===== src/rtl/bus_pkg.sv =====
// Shared types for the two-master memory bus arbiter: FSM states, master IDs,
// the latched request record and the grant encoding helper.
package bus_pkg;

  localparam int unsigned DATA_W = 32;

  typedef enum logic [1:0] {
    IDLE = 2'd0,
    XFER = 2'd1,
    ACK  = 2'd2
  } arb_state_e;

  typedef enum logic {
    M0_CPU = 1'b0,
    M1_DMA = 1'b1
  } master_e;

  typedef struct packed {
    logic              wr;
    logic [DATA_W-1:0] addr;
    logic [DATA_W-1:0] wdata;
  } bus_req_t;

  function automatic logic [1:0] grant_onehot(input master_e m);
    return (m == M1_DMA) ? 2'b10 : 2'b01;
  endfunction

endpackage


===== src/rtl/bus_arbiter_if.sv =====
// Master-side, memory-side and status signals of the bus arbiter.
// The slave modport is the arbiter's view; master is the environment's view.
interface bus_arbiter_if;

  logic        m0_req;
  logic        m0_wr;
  logic [31:0] m0_addr;
  logic [31:0] m0_wdata;
  logic        m0_ack;
  logic        m0_err;
  logic [31:0] m0_rdata;

  logic        m1_req;
  logic        m1_wr;
  logic [31:0] m1_addr;
  logic [31:0] m1_wdata;
  logic        m1_ack;
  logic        m1_err;
  logic [31:0] m1_rdata;

  logic        mem_rd;
  logic        mem_wr;
  logic [31:0] mem_addr;
  logic [31:0] mem_wdata;
  logic [31:0] mem_rdata;
  logic        mem_ready;

  logic [1:0]  grant;
  logic        busy;

  modport slave (
    input  m0_req, m0_wr, m0_addr, m0_wdata,
    input  m1_req, m1_wr, m1_addr, m1_wdata,
    input  mem_rdata, mem_ready,
    output m0_ack, m0_err, m0_rdata,
    output m1_ack, m1_err, m1_rdata,
    output mem_rd, mem_wr, mem_addr, mem_wdata,
    output grant, busy
  );

  modport master (
    output m0_req, m0_wr, m0_addr, m0_wdata,
    output m1_req, m1_wr, m1_addr, m1_wdata,
    output mem_rdata, mem_ready,
    input  m0_ack, m0_err, m0_rdata,
    input  m1_ack, m1_err, m1_rdata,
    input  mem_rd, mem_wr, mem_addr, mem_wdata,
    input  grant, busy
  );

endinterface


===== src/rtl/bus_arb_pick.sv =====
// Winner selection with fixed M0 priority, bounded by a starvation streak
// counter so a waiting M1 wins after STREAK_MAX back-to-back M0 grants.
module bus_arb_pick
  import bus_pkg::*;
#(
  parameter int unsigned STREAK_MAX = 4
) (
  input  logic    clk,
  input  logic    rst,
  input  logic    m0_req_i,
  input  logic    m1_req_i,
  input  logic    pick_en_i,
  output master_e winner_o
);

  localparam int unsigned SW = $clog2(STREAK_MAX + 1);

  logic [SW-1:0] streak_q, streak_d;
  master_e       winner_s;

  // Winner: lone requester wins; on contention M0 unless M1 has waited long enough
  always_comb begin
    winner_s = M0_CPU;
    if (m1_req_i && !m0_req_i) begin
      winner_s = M1_DMA;
    end else if (m1_req_i && m0_req_i && (streak_q == SW'(STREAK_MAX))) begin
      winner_s = M1_DMA;
    end else begin
      winner_s = M0_CPU;
    end
  end

  // Streak next-state: counts M0 wins that kept M1 waiting
  always_comb begin
    streak_d = streak_q;
    if (pick_en_i) begin
      if ((winner_s == M0_CPU) && m1_req_i) begin
        streak_d = (streak_q == SW'(STREAK_MAX)) ? streak_q : streak_q + SW'(1);
      end else begin
        streak_d = '0;
      end
    end else begin
      streak_d = streak_q;
    end
  end

  // Streak register
  always_ff @(posedge clk or posedge rst) begin
    if (rst) begin
      streak_q <= '0;
    end else begin
      streak_q <= streak_d;
    end
  end

  assign winner_o = winner_s;

endmodule


===== src/rtl/bus_arbiter.sv =====
// Two-master (CPU, DMA) single-memory bus arbiter: IDLE -> XFER -> ACK with
// request latching, wait-state timeout and one-cycle ack/err completion.
module bus_arbiter
  import bus_pkg::*;
#(
  parameter int unsigned STREAK_MAX = 4,
  parameter int unsigned TIMEOUT    = 16
) (
  input  logic          clk,
  input  logic          rst,
  bus_arbiter_if.slave  bus
);

  localparam int unsigned WAIT_W = $clog2(TIMEOUT + 1);

  arb_state_e        state_q, state_d;
  master_e           owner_q, owner_d;
  master_e           winner_s;
  bus_req_t          req_q, req_d;
  logic [WAIT_W-1:0] wait_q, wait_d;
  logic [DATA_W-1:0] rdata_q, rdata_d;
  logic              err_q, err_d;
  logic [1:0]        grant_q, grant_d;
  logic              pick_en_s;
  logic              in_xfer_s;
  logic              in_ack_s;

  assign pick_en_s = (state_q == IDLE) && (bus.m0_req || bus.m1_req);

  bus_arb_pick #(.STREAK_MAX(STREAK_MAX)) u_pick (
    .clk       (clk),
    .rst       (rst),
    .m0_req_i  (bus.m0_req),
    .m1_req_i  (bus.m1_req),
    .pick_en_i (pick_en_s),
    .winner_o  (winner_s)
  );

  // FSM next-state, request latch, wait counter and completion data
  always_comb begin
    state_d = state_q;
    owner_d = owner_q;
    req_d   = req_q;
    wait_d  = wait_q;
    rdata_d = rdata_q;
    err_d   = err_q;
    grant_d = grant_q;
    case (state_q)
      IDLE: begin
        if (pick_en_s) begin
          state_d = XFER;
          owner_d = winner_s;
          grant_d = grant_onehot(winner_s);
          wait_d  = '0;
          rdata_d = '0;
          err_d   = 1'b0;
          if (winner_s == M1_DMA) begin
            req_d = '{wr: bus.m1_wr, addr: bus.m1_addr, wdata: bus.m1_wdata};
          end else begin
            req_d = '{wr: bus.m0_wr, addr: bus.m0_addr, wdata: bus.m0_wdata};
          end
        end else begin
          state_d = IDLE;
        end
      end
      XFER: begin
        if (bus.mem_ready) begin
          state_d = ACK;
          rdata_d = req_q.wr ? '0 : bus.mem_rdata;
          err_d   = 1'b0;
        end else if (wait_q == WAIT_W'(TIMEOUT - 1)) begin
          state_d = ACK;
          rdata_d = '0;
          err_d   = 1'b1;
        end else begin
          wait_d = wait_q + WAIT_W'(1);
        end
      end
      ACK: begin
        state_d = IDLE;
        grant_d = 2'b00;
      end
      default: begin
        state_d = IDLE;
        grant_d = 2'b00;
      end
    endcase
  end

  // State and datapath registers
  always_ff @(posedge clk or posedge rst) begin
    if (rst) begin
      state_q <= IDLE;
      owner_q <= M0_CPU;
      req_q   <= '0;
      wait_q  <= '0;
      rdata_q <= '0;
      err_q   <= 1'b0;
      grant_q <= 2'b00;
    end else begin
      state_q <= state_d;
      owner_q <= owner_d;
      req_q   <= req_d;
      wait_q  <= wait_d;
      rdata_q <= rdata_d;
      err_q   <= err_d;
      grant_q <= grant_d;
    end
  end

  // Outputs decode straight from registers so reset clears them immediately
  assign in_xfer_s     = (state_q == XFER);
  assign in_ack_s      = (state_q == ACK);
  assign bus.mem_rd    = in_xfer_s && !req_q.wr;
  assign bus.mem_wr    = in_xfer_s && req_q.wr;
  assign bus.mem_addr  = in_xfer_s ? req_q.addr  : '0;
  assign bus.mem_wdata = in_xfer_s ? req_q.wdata : '0;
  assign bus.m0_ack    = in_ack_s && (owner_q == M0_CPU);
  assign bus.m1_ack    = in_ack_s && (owner_q == M1_DMA);
  assign bus.m0_err    = bus.m0_ack && err_q;
  assign bus.m1_err    = bus.m1_ack && err_q;
  assign bus.m0_rdata  = bus.m0_ack ? rdata_q : '0;
  assign bus.m1_rdata  = bus.m1_ack ? rdata_q : '0;
  assign bus.grant     = grant_q;
  assign bus.busy      = (state_q != IDLE);

endmodule


===== src/flat_wrapper.sv =====
// flat-port wrapper written by rule: the top's interface ports become plain ports
module bus_arbiter_flat import bus_pkg::*;
#(
  parameter int unsigned STREAK_MAX = 4,
  parameter int unsigned TIMEOUT    = 16
)
  (clk, rst, bus_m0_req, bus_m0_wr, bus_m0_addr, bus_m0_wdata, bus_m1_req, bus_m1_wr, bus_m1_addr, bus_m1_wdata, bus_mem_rdata, bus_mem_ready, bus_m0_ack, bus_m0_err, bus_m0_rdata, bus_m1_ack, bus_m1_err, bus_m1_rdata, bus_mem_rd, bus_mem_wr, bus_mem_addr, bus_mem_wdata, bus_grant, bus_busy);
  bus_arbiter_if bus_i ();
  input  logic clk;
  input  logic rst;
  input wire logic [$bits(bus_i.m0_req)-1:0] bus_m0_req;
  input wire logic [$bits(bus_i.m0_wr)-1:0] bus_m0_wr;
  input wire logic [$bits(bus_i.m0_addr)-1:0] bus_m0_addr;
  input wire logic [$bits(bus_i.m0_wdata)-1:0] bus_m0_wdata;
  input wire logic [$bits(bus_i.m1_req)-1:0] bus_m1_req;
  input wire logic [$bits(bus_i.m1_wr)-1:0] bus_m1_wr;
  input wire logic [$bits(bus_i.m1_addr)-1:0] bus_m1_addr;
  input wire logic [$bits(bus_i.m1_wdata)-1:0] bus_m1_wdata;
  input wire logic [$bits(bus_i.mem_rdata)-1:0] bus_mem_rdata;
  input wire logic [$bits(bus_i.mem_ready)-1:0] bus_mem_ready;
  output wire logic [$bits(bus_i.m0_ack)-1:0] bus_m0_ack;
  output wire logic [$bits(bus_i.m0_err)-1:0] bus_m0_err;
  output wire logic [$bits(bus_i.m0_rdata)-1:0] bus_m0_rdata;
  output wire logic [$bits(bus_i.m1_ack)-1:0] bus_m1_ack;
  output wire logic [$bits(bus_i.m1_err)-1:0] bus_m1_err;
  output wire logic [$bits(bus_i.m1_rdata)-1:0] bus_m1_rdata;
  output wire logic [$bits(bus_i.mem_rd)-1:0] bus_mem_rd;
  output wire logic [$bits(bus_i.mem_wr)-1:0] bus_mem_wr;
  output wire logic [$bits(bus_i.mem_addr)-1:0] bus_mem_addr;
  output wire logic [$bits(bus_i.mem_wdata)-1:0] bus_mem_wdata;
  output wire logic [$bits(bus_i.grant)-1:0] bus_grant;
  output wire logic [$bits(bus_i.busy)-1:0] bus_busy;
  assign bus_i.m0_req = bus_m0_req;
  assign bus_i.m0_wr = bus_m0_wr;
  assign bus_i.m0_addr = bus_m0_addr;
  assign bus_i.m0_wdata = bus_m0_wdata;
  assign bus_i.m1_req = bus_m1_req;
  assign bus_i.m1_wr = bus_m1_wr;
  assign bus_i.m1_addr = bus_m1_addr;
  assign bus_i.m1_wdata = bus_m1_wdata;
  assign bus_i.mem_rdata = bus_mem_rdata;
  assign bus_i.mem_ready = bus_mem_ready;
  assign bus_m0_ack = bus_i.m0_ack;
  assign bus_m0_err = bus_i.m0_err;
  assign bus_m0_rdata = bus_i.m0_rdata;
  assign bus_m1_ack = bus_i.m1_ack;
  assign bus_m1_err = bus_i.m1_err;
  assign bus_m1_rdata = bus_i.m1_rdata;
  assign bus_mem_rd = bus_i.mem_rd;
  assign bus_mem_wr = bus_i.mem_wr;
  assign bus_mem_addr = bus_i.mem_addr;
  assign bus_mem_wdata = bus_i.mem_wdata;
  assign bus_grant = bus_i.grant;
  assign bus_busy = bus_i.busy;
  bus_arbiter #(.STREAK_MAX(STREAK_MAX), .TIMEOUT(TIMEOUT)) u_core (.clk(clk), .rst(rst), .bus(bus_i));
endmodule

===== config.mk =====
export PLATFORM = sky130hd
export DESIGN_NAME = bus_arbiter_flat
export DESIGN_NICKNAME = d
export VERILOG_FILES = /design/src/rtl/bus_pkg.sv /design/src/rtl/bus_arbiter_if.sv /design/src/rtl/bus_arb_pick.sv /design/src/rtl/bus_arbiter.sv /design/src/flat_wrapper.sv
export SDC_FILE = /design/constraint.sdc
export NUM_CORES = 1
export LEC_CHECK = 0
export CORE_UTILIZATION = 39
export DETAILED_ROUTE_END_ITERATION = 10
export GPL_TIMING_DRIVEN = 0
export PLACE_DENSITY_LB_ADDON = 0.12
export SLEW_MARGIN = 20
export SYNTH_ARGS = -nofsm -noshare
export SYNTH_HDL_FRONTEND = slang
export SYNTH_SLANG_ARGS = --single-unit

===== constraint.sdc =====
create_clock -name clk -period 4.35 [get_ports clk]
set_input_delay 0.435 -clock clk [delete_from_list [all_inputs] [get_ports clk]]
set_output_delay 0.435 -clock clk [all_outputs]
set_load 0.02 [all_outputs]

# Word-level counts from Yosys, hierarchy flattened
# Cells that the tools add are included.
# totals
out_inout_bits,137
ff_bits,111
# op_classes
addsub,2
bitwise,3
eq_ne,9
n_reduce_logical,22
mux,29
# op_table
cell,count
$mux 32,8
$mux 65,1
$pmux 32 s2,1
$mux 5,3
$logic_and 1x1->1,11
$pmux 5 s2,1
$mux 2,4
$pmux 2 s2,2
$mux 1,6
$mux 3,2
$ne 2x2->1 const B,3
$reduce_and 2->1,3
$add 5x1->5 const B,1
$eq 5x4->1 const B,1
$reduce_and 4->1,1
$reduce_bool 2->1,2
$add 3x1->3 const B,1
$eq 3x3->1 const B,1
$ne 3x3->1 const B,1
$not 1->1,3
$reduce_and 3->1,1
$eq 2x1->1 const B,1
$eq 2x2->1 const B,1
$logic_not 1->1,2
4 further kinds,4

# Logic depth before layout (Yosys ltp)
# logic_depth
word_depth,8
ltp_mapped,8
depth_no_buf,7

# Cells and area by module
# From an unflattened synthesis, not the netlist that was laid out.
# unflattened
hier_cells,580
area_unflattened_um2,5908.2
# modules_own_cells
module,area_per_inst_um2,seq_area_each_um2,instances,cells_each
bus_arbiter,5708.0,2702.6,1,560
bus_arb_pick,200.2,75.1,1,20

# Least setup slack after synthesis
# No wires, ideal clock.
# synth_timing
path_kind,reg2reg
start,register u_core.wait_q[0]
end,register u_core.wait_q[2]
arrival_time_ns,1.957
period_less_slack_ns,2.081
path_slack_ns,2.269
required_ns,4.226
stages_incl_launch_ff,8
path_cell_list,dfrtp_1 -> ha_1 -> and3_1 -> ha_1 -> or4b_1 -> buf_2 -> o21a_1 -> a211o_1
# synth_via
elab_chain_len,4
word_cells_on_any_way,7
cone_classes,1 x add/sub; 2 x eq/ne; 3 x mux; 1 x reduce/logical
# synth_rtl
element,line,text
from (decl),bus_arbiter.sv:20,"logic [WAIT_W-1:0] wait_q, wait_d;"
from (signal assigned),bus_arbiter.sv:104,wait_q <= wait_d;
$add 5x1->5,bus_arbiter.sv:76,wait_d = wait_q + WAIT_W'(1);
$mux 5,bus_arbiter.sv:71,end else if (wait_q == WAIT_W'(TIMEOUT - 1)) begin
$mux 5,bus_arbiter.sv:67,if (bus.mem_ready) begin
$pmux 5 s2,bus_arbiter.sv:48,case (state_q)
# Several ways; a longest one is shown, not always the timed one. The select of a mux whose other input is x is not followed.
# A chain may end at the register's enable or synchronous reset.

# Final worst setup path
# layout_timing
start,register u_core.state_q[0]
end,output port bus_mem_wdata[27]
# layout_via
elab_chain_len,2
# layout_rtl
element,line,text
from (decl),bus_arbiter.sv:16,"arb_state_e state_q, state_d;"
from (signal assigned),bus_arbiter.sv:101,state_q <= state_d;
$eq 2x1->1,bus_arbiter.sv:112,assign in_xfer_s = (state_q == XFER);
$mux 32,bus_arbiter.sv:117,assign bus.mem_wdata = in_xfer_s ? req_q.wdata : '0;
to (decl),flat_wrapper.sv:30,output wire logic [$bits(bus_i.mem_wdata)-1:0] bus_mem_wdata;
# No other way between the ends.

==> metrics.yaml <==
first_pass_iters: 4
post-route-period-util: 0.727
cp_max_fo: 10
synth.top_cells.by_area: "dfrtp_1 (50%), and2_1 (15%), a221o_1 (12%)"
yosys_warnings: 0
finalHoldViolCount: 0
route.detailed.drc: 0
skew_ns: 0.00970
wl_met2_um: 8560
power_frac_clock: 0.151
cts_tree: "yes"
ant_nets: 0
fin_area_um2: 9120
clock_latency_ns: 0.34
wirelength_um: 17300
finalMaxSlewViolations: 0
p_switching_uw: 1870
cts_buffer_depth: 2
clockRootBuffer: "clkbuf_16"
min_period_ns: 3.16
synth_edf_count: 0
avgSynthCellArea_um2: 10.8
fmax_mhz: 316
async_reset_ff_frac: 1.00
route.met3.wl_um: 1290
nets: 999
grt_max_degree: 65
clock-sinks: 111
syn_area_um2: 5560
grt_pass1_wl_um: 26400
wl_per_cell_um: 17.0
grt_pass1_vias: 5142
pwr-share-seq: 0.349
postPlaceCellArea_um2: 8850
cap_viol_max_count: 0
fp.dieW_um: 121
n_antenna_cell: 0
vias_per_cell: 5.20
vdd_drop_max_v: 0.000301
criticalPathCategory: "reg -> out"
synth_top_area_share: 0.500
wl_met1_um: 7050
vias: 5264
clk_pin_slew_ns: 0.07
std_cell_rows: 43
hold_class: "reg -> reg"
ys.flop_type: "dfrtp_1"
htree_levels: 3
power_frac_comb: 0.500
dieArea_um2: 14700
cts_setup_buffers: 0
setup_viol_count_final: 0
postCtsHoldBufs: 0
fillCellCount: 1146
synth.distinct_cells: 37
p_leak_uw: 0.00404
dp_hpwl_um: 13300
io_buffer_count: 303
ys_seq_area_frac: 0.500
worstPathArrival_ns: 2.73
globalplace.congestion: 0.823
rsz0062_at_grt: "false"
status: "finished, final reports clean"
synth_nets: 684
postSynthCellCount: 513
yosysTopAreaCell: "dfrtp_1"
grt_use_total: 0.231
drive_gt1_frac: 0.0504
cts_resized: 0
swShare: 0.370
powerDensity_nw_per_um2: 553
cts-buffers-inserted: 9
yosysMostFrequentCell: "and2_1"
fin_cells: 1013
start_util: 0.400
grt-ovfl-total: 0
die_h_um: 121
core_area_um2: 13900
start_kind: "register"
synth-seq-cells: 111
ios: 304
synth_common_cells: "and2_1 (131), dfrtp_1 (111), and3_1 (66), a221o_1 (65), a22o_1 (33)"
drt_iter0_markers: 208
slew_headroom: 0.599
dr.max_layer_used: "met4"
critPathCaptureType: "output port"
syn_to_final_growth_pct: 64.1
worst_slew_pin_slew_ns: 0.602
antenna_found_initial: 0
required_ns: 3.91
internal-power_uw: 3170
dp.cells: 997
==> layer usage <==
layer | vias up | global-route usage
li1 | 2516 | -
met1 | 2497 | 0.280
met2 | 226 | 0.400
met3 | 25 | 0.0540
met4 | 0 | 0.0764
met5 | - | 0
==> critical path: stages (launching register included) <==
cell and delay (ns):
dfrtp_1 0.32, buf_4 0.17, nor2b_1 0.28, clkbuf_1 0.45, clkbuf_1 0.35, and2_1 0.18
clkdlybuf4s50_1 0.64
==> metrics by stage <==
step                      setup TNS, ns  hold WS, ns  setup WS, ns   util  total power, uW
after floorplan                       0        0.471         0.984      -             3200
after global placement           -66.54        0.461        -0.607  0.635             4230
after detailed placement              0        0.473          1.49  0.637             4300
after CTS                             0        0.489          1.11  0.657             5090
after global routing                  0        0.506         0.978  0.657             5350
final                                 0        0.484          1.19  0.657             5040
==> registers in the layout (all words and copies together), names as in the netlist <==
signal / flops
u_core.bus.grant: 2
u_core.err_q: 1
u_core.owner_q: 1
u_core.rdata_q: 32
u_core.req_q: 65
u_core.state_q: 2
u_core.u_pick.streak_q: 3
u_core.wait_q: 5
==> power groups by stage <==
| stage | registers (uW) | clock network (uW) | logic [uW] |
|---|---|---|---|
| after floorplan | 1690 | 0 | 1520 |
| after global placement | 1750 | 0 | 2480 |
| after detailed placement | 1760 | 0 | 2540 |
| after CTS | 1760 | 779 | 2550 |
| after global routing | 1820 | 810 | 2720 |
| final | 1760 | 761 | 2520 |
==> kinds of logic after synthesis <==
family	count (synthesis)	share of synthesized area
AOI/OAI and AO/OA	118	0.194
adders and majority gates	4	0.00901
buffers and inverters	59	0.0450
DFF	111	0.500
muxes	1	0.00180
and+or+nand+nor	220	0.250
==> area by class of cell <==
cell class,instances,area [um^2],area share
Timing Repair Buffer,304,3060,0.336
Sequential cell,111,2780,0.305
Multi-Input combinational cell,343,2530,0.277
Clock buffer,14,254,0.0279
Tap cell,180,225,0.0247
Buffer,49,213,0.0233
Inverter,10,42.5,0.00467
Clock inverter,2,16.3,0.00178
==> layout by cell type (no fill, tap or decap), drive strengths merged, types with 2 or more instances in the layout <==
cell           netlist  final
nor3                 3      3
inv                 10     10
clkdlybuf4s50        0    303
and2               131    131
clkbuf              31     45
nand2b               2      2
a22o                33     33
o22ai                2      2
o21a                 4      4
dfrtp              111    111
and3                66     66
a221o               65     65
nor3b                5      5
o21ai                6      6
buf                 18     19
ha                   4      4
nand3                3      3
nor2                 6      6
==> final timing paths <==
path	to	from	slack [ns]	depth (start not counted)
max	bus_mem_wdata[27]	u_core.state_q[0]	1.19	6
min	u_core.bus.grant[1]	u_core.bus.grant[1]	0.48	1
max reg2reg	u_core.wait_q[2]	u_core.wait_q[0]	2.15	7
min reg2reg	u_core.bus.grant[1]	u_core.bus.grant[1]	0.48	1
max in group asynchronous	u_core.bus.grant[0]	rst	3.17	3
min in group asynchronous	u_core.req_q[13]	rst	0.54	2
No activity file was read; power rests on OpenSTA's default activity.
